<file path="src/rtl/videogen_param.sv">
// Parametrised raster and test-pattern generator: free-running h/v counters,
// frame-latched pattern selection and a single registered output stage.
module videogen_param #(
    parameter int COLOR_W   = 8,
    parameter int H_ACTIVE  = 720,
    parameter int H_FP      = 16,
    parameter int H_SYNC    = 62,
    parameter int H_BP      = 60,
    parameter int V_ACTIVE  = 480,
    parameter int V_FP      = 9,
    parameter int V_SYNC    = 6,
    parameter int V_BP      = 30,
    parameter bit HS_POL    = 1'b0,
    parameter bit VS_POL    = 1'b0,
    parameter int CHK_SHIFT = 4
) (
    input  logic                 clk27,
    input  logic                 reset,
    input  logic                 enable,
    input  logic [2:0]           pattern_sel,
    input  logic [3*COLOR_W-1:0] solid_rgb,
    output logic [COLOR_W-1:0]   R_out,
    output logic [COLOR_W-1:0]   G_out,
    output logic [COLOR_W-1:0]   B_out,
    output logic                 HSYNC_out,
    output logic                 VSYNC_out,
    output logic                 ENABLE_out,
    output logic                 frame_start
);

    localparam int H_TOTAL  = H_ACTIVE + H_FP + H_SYNC + H_BP;
    localparam int V_TOTAL  = V_ACTIVE + V_FP + V_SYNC + V_BP;
    localparam int HW       = $clog2(H_TOTAL);
    localparam int VW       = $clog2(V_TOTAL);
    localparam int HS_START = H_ACTIVE + H_FP;
    localparam int HS_END   = HS_START + H_SYNC;
    localparam int VS_START = V_ACTIVE + V_FP;
    localparam int VS_END   = VS_START + V_SYNC;
    localparam int BAR_W    = H_ACTIVE / 8;

    logic [HW-1:0]          h_cnt;
    logic [VW-1:0]          v_cnt;
    logic [2:0]             pat_sh;
    logic [3*COLOR_W-1:0]   col_sh;
    logic                   at_origin;
    logic                   active;
    logic                   hs_on;
    logic                   vs_on;
    logic [2:0]             pat_eff;
    logic [3*COLOR_W-1:0]   col_eff;
    logic [3*COLOR_W-1:0]   rgb_next;
    logic [HW-1:0]          bar_q;
    logic [2:0]             bar_sel;
    logic [2:0]             bar_bits;
    logic [HW-1:0]          h_sh;
    logic [VW-1:0]          v_sh;
    logic                   chk_bit;
    logic                   border;
    logic [COLOR_W-1:0]     ramp;

    always_ff @(posedge clk27 or posedge reset) begin
        if (reset) begin
            h_cnt <= '0;
            v_cnt <= '0;
        end else if (!enable) begin
            h_cnt <= '0;
            v_cnt <= '0;
        end else if (h_cnt == HW'(H_TOTAL - 1)) begin
            h_cnt <= '0;
            v_cnt <= (v_cnt == VW'(V_TOTAL - 1)) ? '0 : v_cnt + 1'b1;
        end else begin
            h_cnt <= h_cnt + 1'b1;
        end
    end

    assign at_origin = (h_cnt == '0) && (v_cnt == '0);

    always_ff @(posedge clk27 or posedge reset) begin
        if (reset) begin
            pat_sh <= '0;
            col_sh <= '0;
        end else if (!enable || at_origin) begin
            pat_sh <= pattern_sel;
            col_sh <= solid_rgb;
        end
    end

    // The first pixel of a frame must already use the selection latched there.
    assign pat_eff = at_origin ? pattern_sel : pat_sh;
    assign col_eff = at_origin ? solid_rgb : col_sh;

    assign active = (h_cnt < HW'(H_ACTIVE)) && (v_cnt < VW'(V_ACTIVE));
    assign hs_on  = (h_cnt >= HW'(HS_START)) && (h_cnt < HW'(HS_END));
    // VSYNC edges are moved to the HSYNC leading edge of the boundary lines.
    assign vs_on  = ((v_cnt > VW'(VS_START)) ||
                     ((v_cnt == VW'(VS_START)) && (h_cnt >= HW'(HS_START)))) &&
                    ((v_cnt < VW'(VS_END)) ||
                     ((v_cnt == VW'(VS_END)) && (h_cnt < HW'(HS_START))));

    assign bar_q   = h_cnt / HW'(BAR_W);
    assign bar_sel = (bar_q > HW'(7)) ? 3'd7 : bar_q[2:0];
    assign h_sh    = h_cnt >> CHK_SHIFT;
    assign v_sh    = v_cnt >> CHK_SHIFT;
    assign chk_bit = ((h_sh & HW'(1)) != '0) ^ ((v_sh & VW'(1)) != '0);
    assign border  = (h_cnt == '0) || (h_cnt == HW'(H_ACTIVE - 1)) ||
                     (v_cnt == '0) || (v_cnt == VW'(V_ACTIVE - 1));
    assign ramp    = COLOR_W'(h_cnt);

    always_comb begin
        bar_bits = 3'b000;
        case (bar_sel)
            3'd0: bar_bits = 3'b111;
            3'd1: bar_bits = 3'b110;
            3'd2: bar_bits = 3'b011;
            3'd3: bar_bits = 3'b010;
            3'd4: bar_bits = 3'b101;
            3'd5: bar_bits = 3'b100;
            3'd6: bar_bits = 3'b001;
            default: bar_bits = 3'b000;
        endcase
    end

    always_comb begin
        rgb_next = '0;
        case (pat_eff)
            3'd0: rgb_next = col_eff;
            3'd1: rgb_next = {{COLOR_W{bar_bits[2]}}, {COLOR_W{bar_bits[1]}},
                              {COLOR_W{bar_bits[0]}}};
            3'd2: rgb_next = {3*COLOR_W{chk_bit}};
            3'd3: rgb_next = {ramp, ramp, ramp};
            3'd4: rgb_next = {3*COLOR_W{border}};
            default: rgb_next = '0;
        endcase
        if (!active) rgb_next = '0;
    end

    always_ff @(posedge clk27 or posedge reset) begin
        if (reset) begin
            {R_out, G_out, B_out} <= '0;
            ENABLE_out  <= 1'b0;
            frame_start <= 1'b0;
            HSYNC_out   <= ~HS_POL;
            VSYNC_out   <= ~VS_POL;
        end else if (!enable) begin
            {R_out, G_out, B_out} <= '0;
            ENABLE_out  <= 1'b0;
            frame_start <= 1'b0;
            HSYNC_out   <= ~HS_POL;
            VSYNC_out   <= ~VS_POL;
        end else begin
            {R_out, G_out, B_out} <= rgb_next;
            ENABLE_out  <= active;
            frame_start <= at_origin;
            HSYNC_out   <= hs_on ? HS_POL : ~HS_POL;
            VSYNC_out   <= vs_on ? VS_POL : ~VS_POL;
        end
    end

endmodule

</file>
<file path="config.mk">
export PLATFORM = sky130hd
export DESIGN_NAME = videogen_param
export DESIGN_NICKNAME = d
export VERILOG_FILES = /design/src/rtl/videogen_param.sv
export SDC_FILE = /design/constraint.sdc
export NUM_CORES = 1
export LEC_CHECK = 0
export BUFFER_PORTS_ARGS = -buffer_cell sky130_fd_sc_hd__buf_2
export CAP_MARGIN = 20
export CELL_PAD_IN_SITES_DETAIL_PLACEMENT = 0
export CELL_PAD_IN_SITES_GLOBAL_PLACEMENT = 1
export CORE_ASPECT_RATIO = 0.75
export CORE_MARGIN = 2
export CORE_UTILIZATION = 30
export CTS_CLUSTER_SIZE = 14
export DETAILED_ROUTE_END_ITERATION = 8
export GPL_TIMING_DRIVEN = 0
export HOLD_SLACK_MARGIN = 0.1
export PLACE_DENSITY_LB_ADDON = 0.15
export SYNTH_ARGS = -nofsm -noshare
export SYNTH_HDL_FRONTEND = slang
export SYNTH_SLANG_ARGS = --single-unit
</file>
<file path="constraint.sdc">
create_clock -name clk27 -period 4.04 [get_ports clk27]
set_clock_uncertainty 0.1 [all_clocks]
set_input_delay 0.606 -clock clk27 [delete_from_list [all_inputs] [get_ports clk27]]
set_output_delay 0.606 -clock clk27 [all_outputs]
set_load 0.05 [all_outputs]
</file>
==> impl_metrics.json, run 1 <==
{
  "status": "completed",
  "finalNetCount": 621,
  "cts.sinks": 75,
  "n_antenna_cell": 0,
  "end_kind": "flop",
  "fillers": 1577,
  "critPathLaunchType": "flop",
  "powerDensity_mw_per_mm2": 378.9,
  "syn_area_mm2": 0.004698,
  "yosys.area.top_type": "dfrtp_1",
  "hold_class": "reg -> reg",
  "fin_crit_sh_pct": 78.35,
  "crit_start": "h_cnt[6]",
  "antenna_left": 0,
  "ys_seq_area_share_pct": 40.00,
  "post-dp-hpwl_um": 10710,
  "die_w_um": 148.5,
  "tightest_slew_ns": 0.8502,
  "netSwitchingPower_uw": 673.7,
  "vias": 4126,
  "cts_tree": "built",
  "synth_area_leaders": "dfrtp_1, mux2_2, nand2_1",
  "regArea_mm2": 0.001879,
  "firstDrtPassIters": 4,
  "grt_pass1_vias": 4008,
  "p_leak_nw": 2.424,
  "syn-num-nets": 551,
  "multi_input_area_mm2": 0.002555,
  "cts_resized": 0,
  "p_int_mw": 1.433,
  "dpl-instance-area_mm2": 0.005270,
  "p_seq_share_pct": 40.1,
  "grt_max_degree": 65,
  "htree_num_levels": 3,
  "ir_worst_vdd_mv": 0.1957,
  "syn_area_per_cell_um2": 9.158,
  "synthCells": 513,
  "cts-root-buf": "clkbuf_16",
  "die_area_mm2": 0.01669,
  "die-height_um": 112.4,
  "crit_fanout": 10,
  "min_period_ns": 3.166,
  "setup_violations": 0,
  "timing.rr.end": "B_out[6]",
  "drc_errors": 0,
  "fin_area_mm2": 0.005562,
  "wl_um": 14260,
  "yosys.area.top_type_share_pct": 38.88,
  "crit_arrival_ns": 3.25,
  "fmax_mhz": 315.9,
  "layout-drive-gt1-share_pct": 26.58,
  "viasPerCell": 5.210,
  "pin_count": 58,
  "final-max-slew-violation-count": 0,
  "r2r_start": "h_cnt[6]",
  "max-slew-margin-rel_pct": 42.72,
  "antenna_found_initial": 0,
  "synth_edf_count": 0,
  "place_congestion": 0.8759,
  "cts_setup_buffers": 0,
  "regToRegSetupSlack_ns": 0.87,
  "ys_warn_count": 0,
  "hold_viol": 0,
  "overflow": 0,
  "rsz0062_at_grt": "false",
  "track_usage_pct": 17.98,
  "clk_path_buf_depth": 2,
  "wl_per_cell_um": 18.01,
  "critPathKind": "reg -> reg",
  "synthFlopType": "dfrtp_1",
  "start_util_pct": 30.76,
  "p_clk_share_pct": 37.1,
  "placementRows": 39,
  "r2r_cells": 9,
  "core_area_mm2": 0.01527,
  "synth.distinct_cells": 74,
  "maxCapViolations": 0,
  "port_buffers": 57,
  "p_sw_share_pct": 31.97,
  "clock_latency_ns": 0.35,
  "crit_end": "B_out[6]",
  "dr.first_iter.drc_count": 357,
  "grt_pass1_wl_um": 22990,
  "critPathRequiredTime_ns": 4.13,
  "pwr-share-comb_pct": 22.8,
  "numCtsBuffers": 9,
  "cts.clk_slew.worst_paths_ns": 0.06,
  "async_flop_share_pct": 100.0,
  "synth_seq_cells": 75,
  "area_delta_synth_final_pct": 18.38,
  "fin_tns_setup_ns": 0
}
-- area by class of cell --
cell class / instances / share of cell area (%)
Buffer: 32 / 3.870
Sequential cell: 75 / 33.79
Inverter: 13 / 0.9224
Timing Repair Buffer: 59 / 5.804
Clock inverter: 1 / 0.1350
Multi-Input combinational cell: 393 / 45.94
Tap cell: 205 / 4.612
Clock buffer: 14 / 4.927
-- how the worst min path moves through the flow --
| stage | from | to | slack [ns] | cells after the start |
|---|---|---|---|---|
| final | col_sh[2] | col_sh[2] | 0.41 | 1 |
| after global routing | solid_rgb[3] | col_sh[3] | 0.41 | 2 |
| after CTS | solid_rgb[9] | col_sh[9] | 0.40 | 2 |
| after detailed placement | col_sh[2] | col_sh[2] | 0.40 | 1 |
| after global placement | col_sh[8] | col_sh[8] | 0.39 | 1 |
| after floorplan | h_cnt[0] | h_cnt[0] | 0.38 | 1 |
-- what timing repair did --
action / 4_1_cts / 5_1_grt
endpoints found under the setup margin: 0 / 0
endpoints found under the hold margin: 11 / 0
hold buffers: 1 / 0
-- per-stage QoR --
stage	hold WS [ns]	util, %	worst slack (ns)	cells	power, mW
after floorplan	0.3803	-	1.421	513	1.198
after global placement	0.3906	34.31	0.2896	775	1.331
after detailed placement	0.3975	34.50	1.007	776	1.338
after CTS	0.4024	36.41	0.9744	792	2.127
after global routing	0.4126	36.41	0.6942	792	2.212
final	0.4060	36.41	0.8745	792	2.107
-- synth_stat cells (6+ instances only) --
cell	count
a21oi_1	32
a21oi_2	13
and3_1	6
buf_2	9
clkbuf_1	10
dfrtp_1	73
ha_1	8
inv_1	12
mux2_2	28
nand2_1	77
nand3_1	17
nor2_1	27
nor3_1	29
nor4_1	8
o21ai_0	20
o21bai_1	9
o22ai_1	11
o31a_1	8
xnor2_1	12
-- kinds of logic (layout without fill, tap and decap cells) --
kind of cell	Yosys count	count (layout)	share of synthesized area, %
adder cells (fa/ha/maj)	8	8	2.131
XOR/XNOR	14	14	2.610
buffers and inverters	45	119	5.619
AO/OA/AOI/OAI	135	135	19.92
multiplexers	31	31	7.350
AND/OR/NAND/NOR	205	205	22.37
flip-flops	75	75	40.00
-- per-layer routing --
layer | global-route usage [%] | up-vias | wire length, um
met1 | 28.67 | 2018 | 7797
met2 | 24.14 | 98 | 5709
met5 | 0 | - | 0
li1 | - | 1999 | -
met4 | 4.444 | 0 | 145
met3 | 3.984 | 11 | 612
-- flip-flops by register name (all words and copies together) (netlist names) --
signal       cells
h_cnt           10
pat_sh           3
frame_start      1
HSYNC_out        1
B_out            8
v_cnt           10
VSYNC_out        1
col_sh          24
G_out            8
ENABLE_out       1
R_out            8
-- power by group through the flow --
stage | Sequential [mW] | Combinational (mW) | Clock [mW]
final | 0.844 | 0.481 | 0.782
after global routing | 0.851 | 0.525 | 0.835
after CTS | 0.845 | 0.483 | 0.799
after detailed placement | 0.858 | 0.480 | 0
after global placement | 0.856 | 0.475 | 0
after floorplan | 0.955 | 0.243 | 0
-- critical path, cell delays in order (launching register included) --
cell      delay [ns]
dfrtp_1         0.35
clkbuf_1        0.19
nor2_1          0.37
nand4_2         0.28
nor2_4          0.30
mux2_2          0.39
and4_1          0.21
buf_6           0.14
nor4_1          0.47
o22ai_1         0.20
-- placed cells by master, fill, tap and decap left out, drive strengths merged, types with 2 or more instances in the layout --
| cell | netlist | routed |
|---|---|---|
| a21oi | 45 | 45 |
| or3 | 3 | 3 |
| ha | 8 | 8 |
| inv | 12 | 12 |
| o21ai | 21 | 21 |
| a21o | 5 | 5 |
| nand3 | 17 | 17 |
| o211ai | 3 | 3 |
| and4 | 4 | 4 |
| o211a | 2 | 2 |
| a31o | 2 | 2 |
| nor3 | 31 | 31 |
| o21a | 5 | 5 |
| dfrtp | 73 | 73 |
| a31oi | 4 | 4 |
| clkbuf | 15 | 29 |
| dfstp | 2 | 2 |
| o22ai | 11 | 11 |
| nand2 | 77 | 77 |
| a211oi | 3 | 3 |
| xor2 | 2 | 2 |
| nand3b | 2 | 2 |
| mux2i | 3 | 3 |
| buf | 16 | 74 |
| a22oi | 3 | 3 |
| nor4 | 9 | 9 |
| o31a | 8 | 8 |
| nand4 | 3 | 3 |
| mux2 | 28 | 28 |
| or2 | 5 | 5 |
| o21bai | 9 | 9 |
| and3 | 7 | 7 |
| nor2 | 28 | 28 |
| nand2b | 5 | 5 |
| nor2b | 4 | 4 |
| and2 | 3 | 3 |
| a311oi | 2 | 2 |
| xnor2 | 12 | 12 |
Note: power is estimated with default switching activity, not from simulation.
==> run 2, diff against run 1 <==
--- a/config.mk
+++ b/config.mk
@@ -5,6 +5,7 @@
 export SDC_FILE = /design/constraint.sdc
 export NUM_CORES = 1
 export LEC_CHECK = 0
+export ABC_AREA = 1
 export BUFFER_PORTS_ARGS = -buffer_cell sky130_fd_sc_hd__buf_2
 export CAP_MARGIN = 20
 export CELL_PAD_IN_SITES_DETAIL_PLACEMENT = 0
==> constraint.sdc (replaced) <==
create_clock -name clk27 -period 3 [get_ports clk27]
set_clock_uncertainty 0.1 [all_clocks]
set_input_delay 0.45 -clock clk27 [delete_from_list [all_inputs] [get_ports clk27]]
set_output_delay 0.45 -clock clk27 [all_outputs]
set_load 0.05 [all_outputs]
==> run 2 against run 1 <==
Count of clock-buffer cells in the layout fell by 3. Utilization is 2.2 points higher. Critical path type unchanged. Sequential cell count unchanged. Area after synthesis shrank 7.1%. Critical endpoint is now R_out[6]. Via count decreased by 3.5%. Sequential share of layout area grew 0.13 points. Clock power rose by 52%. Worst setup slack got worse by 0.66 ns. Register-to-register slack got worse by 0.66 ns.
==> impl_metrics.json, run 2 <==
{
  "fin_area_mm2": 0.005552,
  "powerDensity_mw_per_mm2": 666.4,
  "pin_count": 58,
  "syn_area_mm2": 0.004365,
  "grt_pass1_vias": 3722,
  "regToRegSetupSlack_ns": 0.22,
  "critPathKind": "reg -> reg",
  "cpMaxStageDelayCell": "dfrtp_2",
  "crit_arrival_ns": 2.91,
  "start_util_pct": 30.40,
  "yosys.area.top_type": "dfrtp_1",
  "n_antenna_cell": 0,
  "dpl-instance-area_mm2": 0.004931,
  "crit_path_frequent_cell": "inv_1",
  "tightest_slew_ns": 0.6768,
  "status": "completed",
  "wl_per_cell_um": 14.79,
  "fillers": 1535,
  "synthCells": 569,
  "grt_max_degree": 55,
  "ys_seq_area_share_pct": 43.05,
  "hold_class": "in -> reg",
  "htree_num_levels": 3,
  "crit_fanout": 10,
  "dp_slack_ns": -0.07228,
  "synth.distinct_cells": 40,
  "ys_warn_count": 0,
  "synthFlopType": "dfrtp_1",
  "drc_errors": 0,
  "mostFrequentLayoutCell": "nand2_1",
  "critPathRequiredTime_ns": 3.13,
  "synth_area_leaders": "dfrtp_1, nand2_1, inv_1",
  "r2r_cells": 13,
  "die_w_um": 143.3,
  "holdPathStages": 3,
  "max_stage_delay_ns": 0.43,
  "antenna_left": 0,
  "critPathLaunchType": "flop",
  "synth_commonest_cells": "nand2_1, inv_1, nor2_1, dfrtp_1, o21ai_0",
  "crit_chain": "inv_1 > ha_1 > nand3_2 > nor4_4 > nand2_1 > buf_6 > o21ai_4 > nor3_2 > inv_2 > buf_2 > a211oi_1 > o31ai_1 > inv_1",
  "top_regs": "col_sh (24), h_cnt (10), v_cnt (10)",
  "setup_violations": 0,
  "yosys.area.top_type_share_pct": 41.85,
  "finalWorstSetupSlack_ns": 0.2165,
  "async_flop_share_pct": 100.0,
  "cts.clk_slew.worst_paths_ns": 0.06,
  "largest_register_ffs": 24,
  "firstDrtPassIters": 4,
  "placementRows": 38,
  "port_buffers": 57,
  "cts_tree": "built",
  "grt_pass1_wl_um": 20170,
  "dr.first_iter.drc_count": 290,
  "fin_crit_sh_pct": 92.78,
  "synth_seq_cells": 75,
  "post-dp-hpwl_um": 9364,
  "ir_worst_vdd_mv": 0.3102,
  "viasPerCell": 4.641,
  "cts.sinks": 75,
  "maxCapViolations": 0,
  "min_period_ns": 2.783,
  "numCtsBuffers": 9,
  "cts-root-buf": "clkbuf_16",
  "max-slew-margin-rel_pct": 53.71,
  "final_cell_mix": "nand2_1, inv_1, nor2_1",
  "largest-register": "col_sh",
  "fmax_mhz": 359.3,
  "wl_um": 12690,
  "clk_path_buf_depth": 2,
  "layout-drive-gt1-share_pct": 25.08,
  "clock_latency_ns": 0.34,
  "vias": 3982,
  "hold_viol": 0,
  "p_total_mw": 3.699,
  "p_leak_nw": 2.927,
  "finalNetCount": 692,
  "die-height_um": 108.5,
  "track_usage_pct": 17.06,
  "syn-num-nets": 607,
  "syn_area_per_cell_um2": 7.672,
  "die_area_mm2": 0.01554,
  "place_congestion": 0.8163,
  "antenna_found_initial": 0,
  "end_kind": "flop",
  "area_delta_synth_final_pct": 27.17,
  "synth_edf_count": 0,
  "core_area_mm2": 0.01436,
  "final-max-slew-violation-count": 0,
  "synth_most_common_cell": "nand2_1",
  "overflow": 0
}
## run 2: cell type report
class                           count  area [um2]  share of cell area (%)
Buffer                             19       111.4                   2.006
Clock buffer                       11       252.7                   4.553
Clock inverter                      4       73.82                   1.330
Inverter                           95       359.1                   6.468
Multi-Input combinational cell    380        2190                   39.44
Sequential cell                    75        1883                   33.92
Tap cell                          200       250.2                   4.508
Timing Repair Buffer               74       431.7                   7.776
## run 2: power breakdown
group          total, mW  internal (mW)  switching (mW)  leakage (nW)
clock network       1.19          0.769           0.426         0.162
registers           1.22           1.17          0.0493         0.968
logic               1.29          0.365           0.922          1.80
## run 2: per-layer routing
metal	track usage (%)	share of wire (%)	up-vias
met3	3.410	4.5	10
met5	0	0	-
li1	-	-	2002
met1	25.61	53	1892
met2	24.71	41	78
met4	4.832	1.2	0
## run 2: what timing repair did
item / 4_1_cts / 5_1_grt
endpoints found under the setup margin: 15 / 24
setup buffers: 2 / 12
endpoints found under the hold margin: 19 / 0
hold buffers: 1 / 0
pin swaps: 2 / 6
resized for setup: 3 / 40
## run 2: cells by family after synthesis
logic type / Yosys count / synth area share (%)
AOI/OAI and AO/OA: 98 / 14.36
xor gates and xnor gates: 8 / 1.605
adders and majority gates: 8 / 2.293
buffers and inverters: 114 / 10.23
DFF: 75 / 43.05
and+or+nand+nor: 266 / 28.46
## run 2: worst paths after layout
| check | from | endpoint |
|---|---|---|
| hold / removal | solid_rgb[20] | col_sh[20] |
| hold reg to reg | pat_sh[0] | pat_sh[0] |
| max in group asynchronous | reset | B_out[4] |
| min in group asynchronous | reset | v_cnt[6] |
| setup / recovery | h_cnt[0] | R_out[6] |
| setup reg to reg | h_cnt[0] | R_out[6] |
## run 2: critical path: cells and delay by family, from the launching register on
kind | cells | cell delay (ns)
buffers and inverters | 5 | 0.75
flip-flops | 1 | 0.43
adder cells (fa/ha/maj) | 1 | 0.17
AO/OA/AOI/OAI | 3 | 0.58
AND/OR/NAND/NOR | 4 | 0.65
## run 2: stage by stage
stage | setup TNS (ns) | hold slack, ns | std cells | util [%]
floorplan | 0 | 0.3952 | 569 | -
global placement | -41.47 | 0.4082 | 826 | 34.13
detailed placement | -0.4742 | 0.3440 | 827 | 34.34
CTS | 0 | 0.2198 | 845 | 36.89
global route | -0.02744 | 0.2224 | 858 | 38.66
finish | 0 | 0.2282 | 858 | 38.66
